[src/rtl/debug_dump_controller_if.sv]
// debug_dump_controller_if: UART command/response and snapshot-mux signals of the debug dump controller
// Ports (as modport views):
//   slave  (controller): in rx_data, rx_done_tick, tx_done_tick, word_in;
//                        out tx_start, tx_data, word_idx, pipe_clk_en, busy
//   master (environment): the mirror of slave
interface debug_dump_controller_if #(
    parameter int IDX_BITS = 6
);
    logic [7:0]          rx_data;
    logic                rx_done_tick;
    logic                tx_done_tick;
    logic                tx_start;
    logic [7:0]          tx_data;
    logic [IDX_BITS-1:0] word_idx;
    logic [31:0]         word_in;
    logic                pipe_clk_en;
    logic                busy;
    modport slave (
        input  rx_data, rx_done_tick, tx_done_tick, word_in,
        output tx_start, tx_data, word_idx, pipe_clk_en, busy
    );
    modport master (
        output rx_data, rx_done_tick, tx_done_tick, word_in,
        input  tx_start, tx_data, word_idx, pipe_clk_en, busy
    );
endinterface

[src/rtl/debug_dump_controller.sv]
// debug_dump_controller: debug UART command decoder, pipeline clock gate and snapshot frame sender
// Ports: clk, reset (sync, active-high); bus (debug_dump_controller_if.slave) carries
//   rx_data/rx_done_tick from the UART receiver, tx_start/tx_data/tx_done_tick to the transmitter,
//   word_idx/word_in to the snapshot mux, pipe_clk_en to the pipeline and the busy flag.
// Optional feature: define DEBUG_FRAME_HDR_EN to wrap each frame in an A5 header and an XOR checksum byte.
module debug_dump_controller #(
    parameter int         NUM_WORDS = 48,
    parameter int         IDX_BITS  = 6,
    parameter logic [7:0] CMD_STEP  = 8'h73,
    parameter logic [7:0] CMD_RUN   = 8'h72,
    parameter logic [7:0] CMD_HALT  = 8'h68,
    parameter logic [7:0] CMD_DUMP  = 8'h64
) (
    input logic clk,
    input logic reset,
    debug_dump_controller_if.slave bus
);
    typedef enum logic [2:0] {IDLE, STEP, LOAD, SEND, WAIT} state_t;
    state_t state, state_nx, wait_nx;
    logic run_mode;
    logic [31:0] shift;
    logic [1:0] byte_cnt;
    logic last_word, word_end;
    assign last_word = bus.word_idx == IDX_BITS'(NUM_WORDS - 1);
    assign word_end = byte_cnt == 2'd3;
`ifdef DEBUG_FRAME_HDR_EN
    typedef enum logic [1:0] {PH_HDR, PH_DATA, PH_CKS} phase_t;
    phase_t phase;
    logic [7:0] csum;
    localparam state_t FRAME_FIRST = SEND;
    // after the last data byte the checksum goes out through SEND/WAIT as one more byte
    assign wait_nx = phase == PH_HDR ? LOAD : phase == PH_CKS ? IDLE :
                     !word_end ? SEND : last_word ? SEND : LOAD;
`else
    localparam state_t FRAME_FIRST = LOAD;
    assign wait_nx = !word_end ? SEND : last_word ? IDLE : LOAD;
`endif
    always_comb begin
        state_nx = state;
        case (state)
            IDLE: if (bus.rx_done_tick)
                      state_nx = bus.rx_data == CMD_STEP && !run_mode ? STEP :
                                 bus.rx_data == CMD_DUMP ? FRAME_FIRST : IDLE;
            STEP: state_nx = FRAME_FIRST;
            LOAD: state_nx = SEND;
            SEND: state_nx = WAIT;
            WAIT: if (bus.tx_done_tick) state_nx = wait_nx;
            default: state_nx = IDLE;
        endcase
    end
    assign bus.busy = state != IDLE;
    assign bus.pipe_clk_en = state == IDLE ? run_mode : state == STEP;
    always_ff @(posedge clk) begin
        if (reset) state <= IDLE;
        else state <= state_nx;
    end
    always_ff @(posedge clk) begin
        if (reset) begin
            run_mode     <= 1'b0;
            shift        <= '0;
            byte_cnt     <= '0;
            bus.word_idx <= '0;
            bus.tx_start <= 1'b0;
            bus.tx_data  <= '0;
`ifdef DEBUG_FRAME_HDR_EN
            phase <= PH_HDR;
            csum  <= '0;
`endif
        end else begin
            // tx_start is registered so it lines up with the freshly loaded tx_data
            bus.tx_start <= state == SEND;
            // halt is honoured even mid-frame; run is only taken while idle
            if (bus.rx_done_tick && bus.rx_data == CMD_HALT) run_mode <= 1'b0;
            else if (bus.rx_done_tick && bus.rx_data == CMD_RUN && state == IDLE) run_mode <= 1'b1;
            if (state == IDLE) bus.word_idx <= '0;
            if (state == LOAD) begin
                shift    <= bus.word_in;
                byte_cnt <= '0;
            end
            if (state == SEND) bus.tx_data <= shift[31:24];
`ifdef DEBUG_FRAME_HDR_EN
            if (state == SEND && phase == PH_DATA) csum <= csum ^ shift[31:24];
            if (state_nx == SEND && (state == IDLE || state == STEP)) begin
                shift <= {8'hA5, 24'h0};
                phase <= PH_HDR;
                csum  <= '0;
            end
`endif
            if (state == WAIT && bus.tx_done_tick) begin
                shift    <= shift << 8;
                byte_cnt <= byte_cnt + 2'd1;
`ifdef DEBUG_FRAME_HDR_EN
                if (phase == PH_HDR) phase <= PH_DATA;
                if (phase == PH_DATA && word_end) begin
                    bus.word_idx <= last_word ? '0 : bus.word_idx + 1'b1;
                    if (last_word) begin
                        shift <= {csum, 24'h0};
                        phase <= PH_CKS;
                    end
                end
`else
                if (word_end) bus.word_idx <= last_word ? '0 : bus.word_idx + 1'b1;
`endif
            end
        end
    end
endmodule
[src/flat_wrapper.sv]
// flat-port wrapper written by rule: the top's interface ports become plain ports
module debug_dump_controller_flat 
#(
    parameter int         NUM_WORDS = 48,
    parameter int         IDX_BITS  = 6,
    parameter logic [7:0] CMD_STEP  = 8'h73,
    parameter logic [7:0] CMD_RUN   = 8'h72,
    parameter logic [7:0] CMD_HALT  = 8'h68,
    parameter logic [7:0] CMD_DUMP  = 8'h64
)
  (clk, reset, bus_rx_data, bus_rx_done_tick, bus_tx_done_tick, bus_word_in, bus_tx_start, bus_tx_data, bus_word_idx, bus_pipe_clk_en, bus_busy);
  debug_dump_controller_if #(.IDX_BITS(IDX_BITS)) bus_i ();
  input logic clk;
  input logic reset;
  input wire logic [$bits(bus_i.rx_data)-1:0] bus_rx_data;
  input wire logic [$bits(bus_i.rx_done_tick)-1:0] bus_rx_done_tick;
  input wire logic [$bits(bus_i.tx_done_tick)-1:0] bus_tx_done_tick;
  input wire logic [$bits(bus_i.word_in)-1:0] bus_word_in;
  output wire logic [$bits(bus_i.tx_start)-1:0] bus_tx_start;
  output wire logic [$bits(bus_i.tx_data)-1:0] bus_tx_data;
  output wire logic [$bits(bus_i.word_idx)-1:0] bus_word_idx;
  output wire logic [$bits(bus_i.pipe_clk_en)-1:0] bus_pipe_clk_en;
  output wire logic [$bits(bus_i.busy)-1:0] bus_busy;
  assign bus_i.rx_data = bus_rx_data;
  assign bus_i.rx_done_tick = bus_rx_done_tick;
  assign bus_i.tx_done_tick = bus_tx_done_tick;
  assign bus_i.word_in = bus_word_in;
  assign bus_tx_start = bus_i.tx_start;
  assign bus_tx_data = bus_i.tx_data;
  assign bus_word_idx = bus_i.word_idx;
  assign bus_pipe_clk_en = bus_i.pipe_clk_en;
  assign bus_busy = bus_i.busy;
  debug_dump_controller #(.NUM_WORDS(NUM_WORDS), .IDX_BITS(IDX_BITS), .CMD_STEP(CMD_STEP), .CMD_RUN(CMD_RUN), .CMD_HALT(CMD_HALT), .CMD_DUMP(CMD_DUMP)) u_core (.clk(clk), .reset(reset), .bus(bus_i));
endmodule
[config.mk]
export PLATFORM = sky130hd
export DESIGN_NAME = debug_dump_controller_flat
export DESIGN_NICKNAME = d
export VERILOG_FILES = /design/src/rtl/debug_dump_controller_if.sv /design/src/rtl/debug_dump_controller.sv /design/src/flat_wrapper.sv
export SDC_FILE = /design/constraint.sdc
export NUM_CORES = 1
export LEC_CHECK = 0
export CAP_MARGIN = 40
export CORE_UTILIZATION = 47
export DETAILED_ROUTE_END_ITERATION = 8
export PLACE_DENSITY = 0.76
export REMOVE_ABC_BUFFERS = 1
export SLEW_MARGIN = 10
export SYNTH_ARGS = -nofsm -noshare
export SYNTH_HDL_FRONTEND = slang
export SYNTH_SLANG_ARGS = --single-unit
[constraint.sdc]
create_clock -name clk -period 4.2 [get_ports clk]
set_input_delay 0.84 -clock clk [delete_from_list [all_inputs] [get_ports clk]]
set_output_delay 0.84 -clock clk [all_outputs]
set_load 0.02 [all_outputs]
==> results.tsv <==
metric	value	unit
crit_path_top_delay_cell	sky130_fd_sc_hd__dfxtp_1	
clock_sinks	53	
overall_via_count_from_detail_route	2081	
dp_slack	1550	ps
cts_tree	yes	
simple_gate_fraction_of_synth_area	20.1	%
numCtsBuffers	5	
outcome	completed	
timing.slew.headroom	47.3	%
final_critical_delay_including_setup_and_external_delays	2770	ps
design_power_total	844	uW
ctsHtreeMaxLevel	2	
first_iter_violations	115	
synth_adder_area_share	1.05	%
synth_cell_type_count	43	
crit_arrival	1930	ps
floorplan.core_area	4790	sq um
crit_type	reg2out	
die_w	73.2	um
combinational_family_with_the_most_area_after_synthesis	simple AND/OR/NAND/NOR gates	
insertion_delay	300	ps
synthesis.area	2380	sq um
grt_max_degree	55	
place.detailed.hpwl	3580	um
final_min_period_over_clock_period	66.0	%
synthesized_area_fraction_occupied_by_ao_oa_aoi_and_oai_cells	18.3	%
critical_path.startpoint_type	flop	
tightestPinTransition	791	ps
yosys.area_share.xor_xnor	0	%
io_buffers	60	
post-cts-setup-buffers	0	
cp_num_buf_inv	1	
die_area	5360	sq um
firstDrtPassIters	4	
path_clk_slew	90	ps
layout.nets	362	
maxClockFrequency	0.361	GHz
yosys-mux-area-fraction	10.5	%
post_cts_resized	0	
synth_area_per_cell	8.93	sq um
rsz0062_at_grt	false	
synth_warnings	0	
cts_root_buf	sky130_fd_sc_hd__clkbuf_8	
drc	0	
cts_hold_buf	0	
rows	25	
detail_route.wirelength	5040	um
viasPerCell	5.42	
n_antenna_cell	0	
global_route_wire_length_before_repair	8850	um
timing.critical_path.cells	or3_4 > clkdlybuf4s50_1	
grt.overflow.total	0	
area.growth.synth_to_final	28.6	%
global_route.usage.total	21.3	%
cp_data_required_time	3360	ps
synth_edf_count	0	
report.final.hold_viol_count	0	
crit_path_max_fanout	20	
synth.ff_latch_count	53	
power-per-cell-area	276	nW/um^2
clockBufferDepth	2	
power.static_leakage	1.03	nW
r2r_setup_slack	2140	ps
avgRoutedWirePerCell	13.1	um
yosys_most_used_dff	sky130_fd_sc_hd__dfxtp_1	
worst_clock_skew	4.30	ps
detail-route-antenna-nets	0	
max_cap_viol_count	0	
critical_path.top_delay_family	flip-flops	
setup_viol	0	
grt_antenna_before_repair	0	
postLayoutSetupSlackWorst	1430	ps
critPathCaptureType	output port	
crit_path_max_incr_delay	770	ps
initial_core_util	49.8	%
design.portCount	61	
synthCells	267	
share_of_layout_cells_above_drive_strength_1	5.99	%
worst_hold_path_type	reg2reg	
power.ir.vdd_worst	0.191	mV
final_max_slew_viol_count	0	
grt_pass1_vias	1994	
async_flop_share	0	%
fin_util	64.0	%
globalplace.congestion	0.769	
ys_seq_area_share	44.5	%
die_height	73.2	um
==> stage by stage <==
step	cell area (sq um)	std cells	TNS, ps	hold slack [ps]
global route	3060	384	0	474
CTS	3060	384	0	461
floorplan	2260	245	-248	437
global placement	2980	376	0	442
detailed placement	2980	376	0	447
finish	3060	384	0	459
==> logic make-up (layout without fill, tap and decap cells) <==
group                      Yosys count  in the layout
AOI/OAI and AO/OA                   63             63
adders and majority gates            2              2
buffers and inverters               24             74
DFF                                 53             53
muxes                               25             25
and+or+nand+nor                    100            100
==> synth_stat cells (3+ instances only) <==
| master | number | share of area (%) |
|---|---|---|
| sky130_fd_sc_hd__dfxtp_1 | 53 | 45 |
| sky130_fd_sc_hd__nor2_1 | 36 | 5.7 |
| sky130_fd_sc_hd__nand2_1 | 29 | 4.6 |
| sky130_fd_sc_hd__mux2i_1 | 25 | 10 |
| sky130_fd_sc_hd__a211oi_1 | 24 | 7.6 |
| sky130_fd_sc_hd__a21oi_1 | 23 | 4.8 |
| sky130_fd_sc_hd__nand3_1 | 12 | 2.5 |
| sky130_fd_sc_hd__clkbuf_1 | 10 | 1.6 |
| sky130_fd_sc_hd__buf_2 | 4 | 0.84 |
| sky130_fd_sc_hd__buf_6 | 4 | 1.9 |
| sky130_fd_sc_hd__nand2b_1 | 3 | 0.79 |
| sky130_fd_sc_hd__nor3_1 | 3 | 0.63 |
| sky130_fd_sc_hd__nor3b_1 | 3 | 0.94 |
==> worst register-to-register path, stage by stage, from the launching register on <==
cell and delay (ps):
sky130_fd_sc_hd__dfxtp_1 770, sky130_fd_sc_hd__nand4bb_2 240, sky130_fd_sc_hd__buf_4 450, sky130_fd_sc_hd__nand2b_1 340, sky130_fd_sc_hd__a21oi_1 200
==> report_power, final <==
part / switching [mW] / total [mW] / internal, mW / leakage [nW]
registers: 0.000381 / 0.503 / 0.503 / 0.427
clock network: 0.166 / 0.285 / 0.119 / 0.0456
logic: 0.0180 / 0.0562 / 0.0383 / 0.559
total: 0.184 / 0.844 / 0.660 / 1.03
==> layout make-up <==
type                    instances  area, sq um
clock buffers                   6         72.6
clock inverters                 2         13.8
fillers                       430         1720
inverters                       2         7.51
multi-input cells             190         1200
flip-flops and latches         53         1060
well taps                      67         83.8
repair buffers                 64          626
==> cells in the final DEF (no fill, tap or decap), drive strengths merged, types with 3 or more instances in the layout <==
| cell type | count |
|---|---|
| clkdlybuf4s50 | 59 |
| dfxtp | 53 |
| nor2 | 36 |
| nand2 | 29 |
| mux2i | 25 |
| a211oi | 25 |
| a21oi | 23 |
| nand3 | 12 |
| clkbuf | 6 |
| buf | 5 |
| o21ai | 4 |
| nand2b | 3 |
| nor3 | 3 |
| nor3b | 3 |
| inv | 3 |
==> path summary, 6_finish.rpt <==
| kind | depth (start not counted) | to | start |
|---|---|---|---|
| setup reg to reg | 4 | u_core.shift[7] | u_core.state[0] |
| hold reg to reg | 2 | u_core.bus.tx_data[6] | u_core.bus.tx_data[6] |
| hold / removal | 2 | u_core.bus.tx_data[6] | u_core.bus.tx_data[6] |
| setup / recovery | 2 | bus_busy | u_core.state[0] |
==> sequential cells by signal, summed over array words and instances, names as in the netlist <==
signal and cells:
u_core.bus.tx_data 8, u_core.state 3, u_core.byte_cnt 2, u_core.run_mode 1, u_core.bus.tx_start 1, u_core.bus.word_idx 6
u_core.shift 32
==> metal layers <==
| metal | track usage (%) | vias up | wire length, um |
|---|---|---|---|
| met2 | 36.9 | 55 | 2460 |
| li1 | - | 1048 | - |
| met5 | 0 | - | 0 |
| met1 | 26.3 | 974 | 2310 |
| met3 | 4.70 | 4 | 253 |
| met4 | 6.10 | 0 | 27 |
(Power assumes the default switching activity.)
==> patch: new RTL, config.mk and constraints unchanged <==
`IDX_BITS` is set to 6 in 3 places; all go to 7.
--- a/src/rtl/debug_dump_controller_if.sv
+++ b/src/rtl/debug_dump_controller_if.sv
@@ -4,7 +4,7 @@
 //                        out tx_start, tx_data, word_idx, pipe_clk_en, busy
 //   master (environment): the mirror of slave
 interface debug_dump_controller_if #(
-    parameter int IDX_BITS = 6
+    parameter int IDX_BITS = 7
 );
     logic [7:0]          rx_data;
     logic                rx_done_tick;
--- a/src/rtl/debug_dump_controller.sv
+++ b/src/rtl/debug_dump_controller.sv
@@ -5,7 +5,7 @@
 // Optional feature: define DEBUG_FRAME_HDR_EN to wrap each frame in an A5 header and an XOR checksum byte.
 module debug_dump_controller #(
     parameter int         NUM_WORDS = 48,
-    parameter int         IDX_BITS  = 6,
+    parameter int         IDX_BITS  = 7,
     parameter logic [7:0] CMD_STEP  = 8'h73,
     parameter logic [7:0] CMD_RUN   = 8'h72,
     parameter logic [7:0] CMD_HALT  = 8'h68,
--- a/src/flat_wrapper.sv
+++ b/src/flat_wrapper.sv
@@ -2,7 +2,7 @@
 module debug_dump_controller_flat 
 #(
     parameter int         NUM_WORDS = 48,
-    parameter int         IDX_BITS  = 6,
+    parameter int         IDX_BITS  = 7,
     parameter logic [7:0] CMD_STEP  = 8'h73,
     parameter logic [7:0] CMD_RUN   = 8'h72,
     parameter logic [7:0] CMD_HALT  = 8'h68,
Interface: changed (resized bus_word_idx); port bits go from 61 to 62. No check against the original RTL was run, so the function may have changed too.
==> patch against the original RTL <==
- sequential cell count is 1 higher
- highest routed layer unchanged
- critical path depth up 1
- routed wire length increased by 3.0%
- largest power group unchanged
- area after synthesis rose by 4.5%
- power is 3.4% higher
- cell area is 3.1% higher
- setup slack lost 0.070 ns
- hold slack better by 0.00054 ns
- non-clock buffer count is the same
==> patch: results (changes against the original RTL) <==
Worst setup path
  • CP arrival: 2.00 ns (+0.07 ns)
  • Max incr delay on CP: 0.81 ns (+0.04 ns)

Clock tree
  • Max Root-Sink Buffers: 2 (unchanged)

Layout
  • Fillers: 495 (+15%)
  • Biggest regs: u_core.shift x32, u_core.bus.tx_data x8, u_core.bus.word_idx x7
  • Layout cells sized above 1: 6.82% (+0.82 points)
  • Final nets: 397 (+9.7%)

Logic synthesis
  • Register area share after synthesis: 43.4% (-1.1 points)
  • Unique cell type count in the Yosys netlist: 41 (-4.7%)
  • Cells after Synth: 306 (+15%)
  • Main area contributors after synthesis: dfxtp_1 43%, nand2_1 12%, a311oi_1 8.4%

Run status
  • Status: completed

Detailed routing
  • Drt total wl: 5.20 mm (+3.0%)
  • Initial DRC count: 148 (+29%)
  • Vias: 2216 (+6.5%)

STA
  • Worst Clk Skew: 0.00874 ns (+0.00445 ns)
  • Tightest Pin Transition: 0.910 ns (+0.120 ns)

GRT
  • Number of global-route vias before repair: 1958 (-1.8%)
  • Largest net degree at the start of global routing: 47 (-15%)
  • First-pass GRT wire length: 8.60 mm (-2.8%)

Placement
  • Placer Congestion: 0.753 (-2.1%)
  • Port bufs: 61 (+1.7%)
  • HPWL Detailed: 3.62 mm (+1.0%)

Power and ir drop
  • Maximum vdd drop: 175 uV (-8.4%)
  • Leakage: 1.09 nW (+6.0%)
[patch: cell families (layout without fill, tap and decap cells)]
group | after synthesis | count (layout) | synth area share, %
AND/OR/NAND/NOR | 157 | 157 | 30.4
AO/OA/AOI/OAI | 60 | 60 | 16.8
flip-flops | 54 | 54 | 43.4
buffers and inverters | 30 | 76 | 6.98
multiplexers | 3 | 3 | 1.41
adder cells (fa/ha/maj) | 2 | 2 | 1.00
[patch: area by class of cell]
| class | count | share of cell area, % |
|---|---|---|
| repair buffers | 64 | 20.1 |
| clock buffers | 6 | 2.61 |
| well taps | 70 | 2.77 |
| inverters | 4 | 0.475 |
| clock inverters | 2 | 0.554 |
| multi-input cells | 222 | 39.3 |
| flip-flops and latches | 54 | 34.2 |
[patch: worst register-to-register path, stage by stage, from the launching register on]
cell,delay (ns)
dfxtp_1,0.61
nor3b_4,0.84
buf_4,0.30
nand2_1,0.07
a311oi_1,0.24
[patch: per-layer routing]
metal / part of all wire (%) / vias to the layer above / global-route usage, %
met5: 0 / - / 0
met1: 48 / 1005 / 25.8
met4: 2.4 / 0 / 8.18
li1: - / 1149 / -
met3: 3.9 / 11 / 4.82
met2: 46 / 51 / 32.3
[patch: report_power, final]
group | internal (mW) | switching (mW) | leakage (nW)
Sequential | 0.512 | 0.000410 | 0.435
Clock | 0.136 | 0.169 | 0.0514
Combinational | 0.0379 | 0.0179 | 0.607
Total | 0.686 | 0.187 | 1.09
[patch: final timing paths]
kind / endpoint / cells past startpoint / startpoint / slack, ns
worst max-delay path: bus_pipe_clk_en / 3 / u_core.state[0] / 1.36
worst min-delay path: u_core.bus.tx_data[3] / 2 / u_core.bus.tx_data[3] / 0.46
worst max register to register: u_core.shift[8] / 4 / u_core.state[1] / 2.06
worst min register to register: u_core.bus.tx_data[3] / 2 / u_core.bus.tx_data[3] / 0.46
[patch: metrics by stage]
step	utilization [%]	setup WS [ns]	instance area (sq um)
final	61.9	1.36	3160
after global routing	61.9	1.22	3160
after global placement	59.6	1.69	3050
after CTS	61.9	1.34	3160
after floorplan	-	1.25	2330
after detailed placement	59.9	1.63	3060
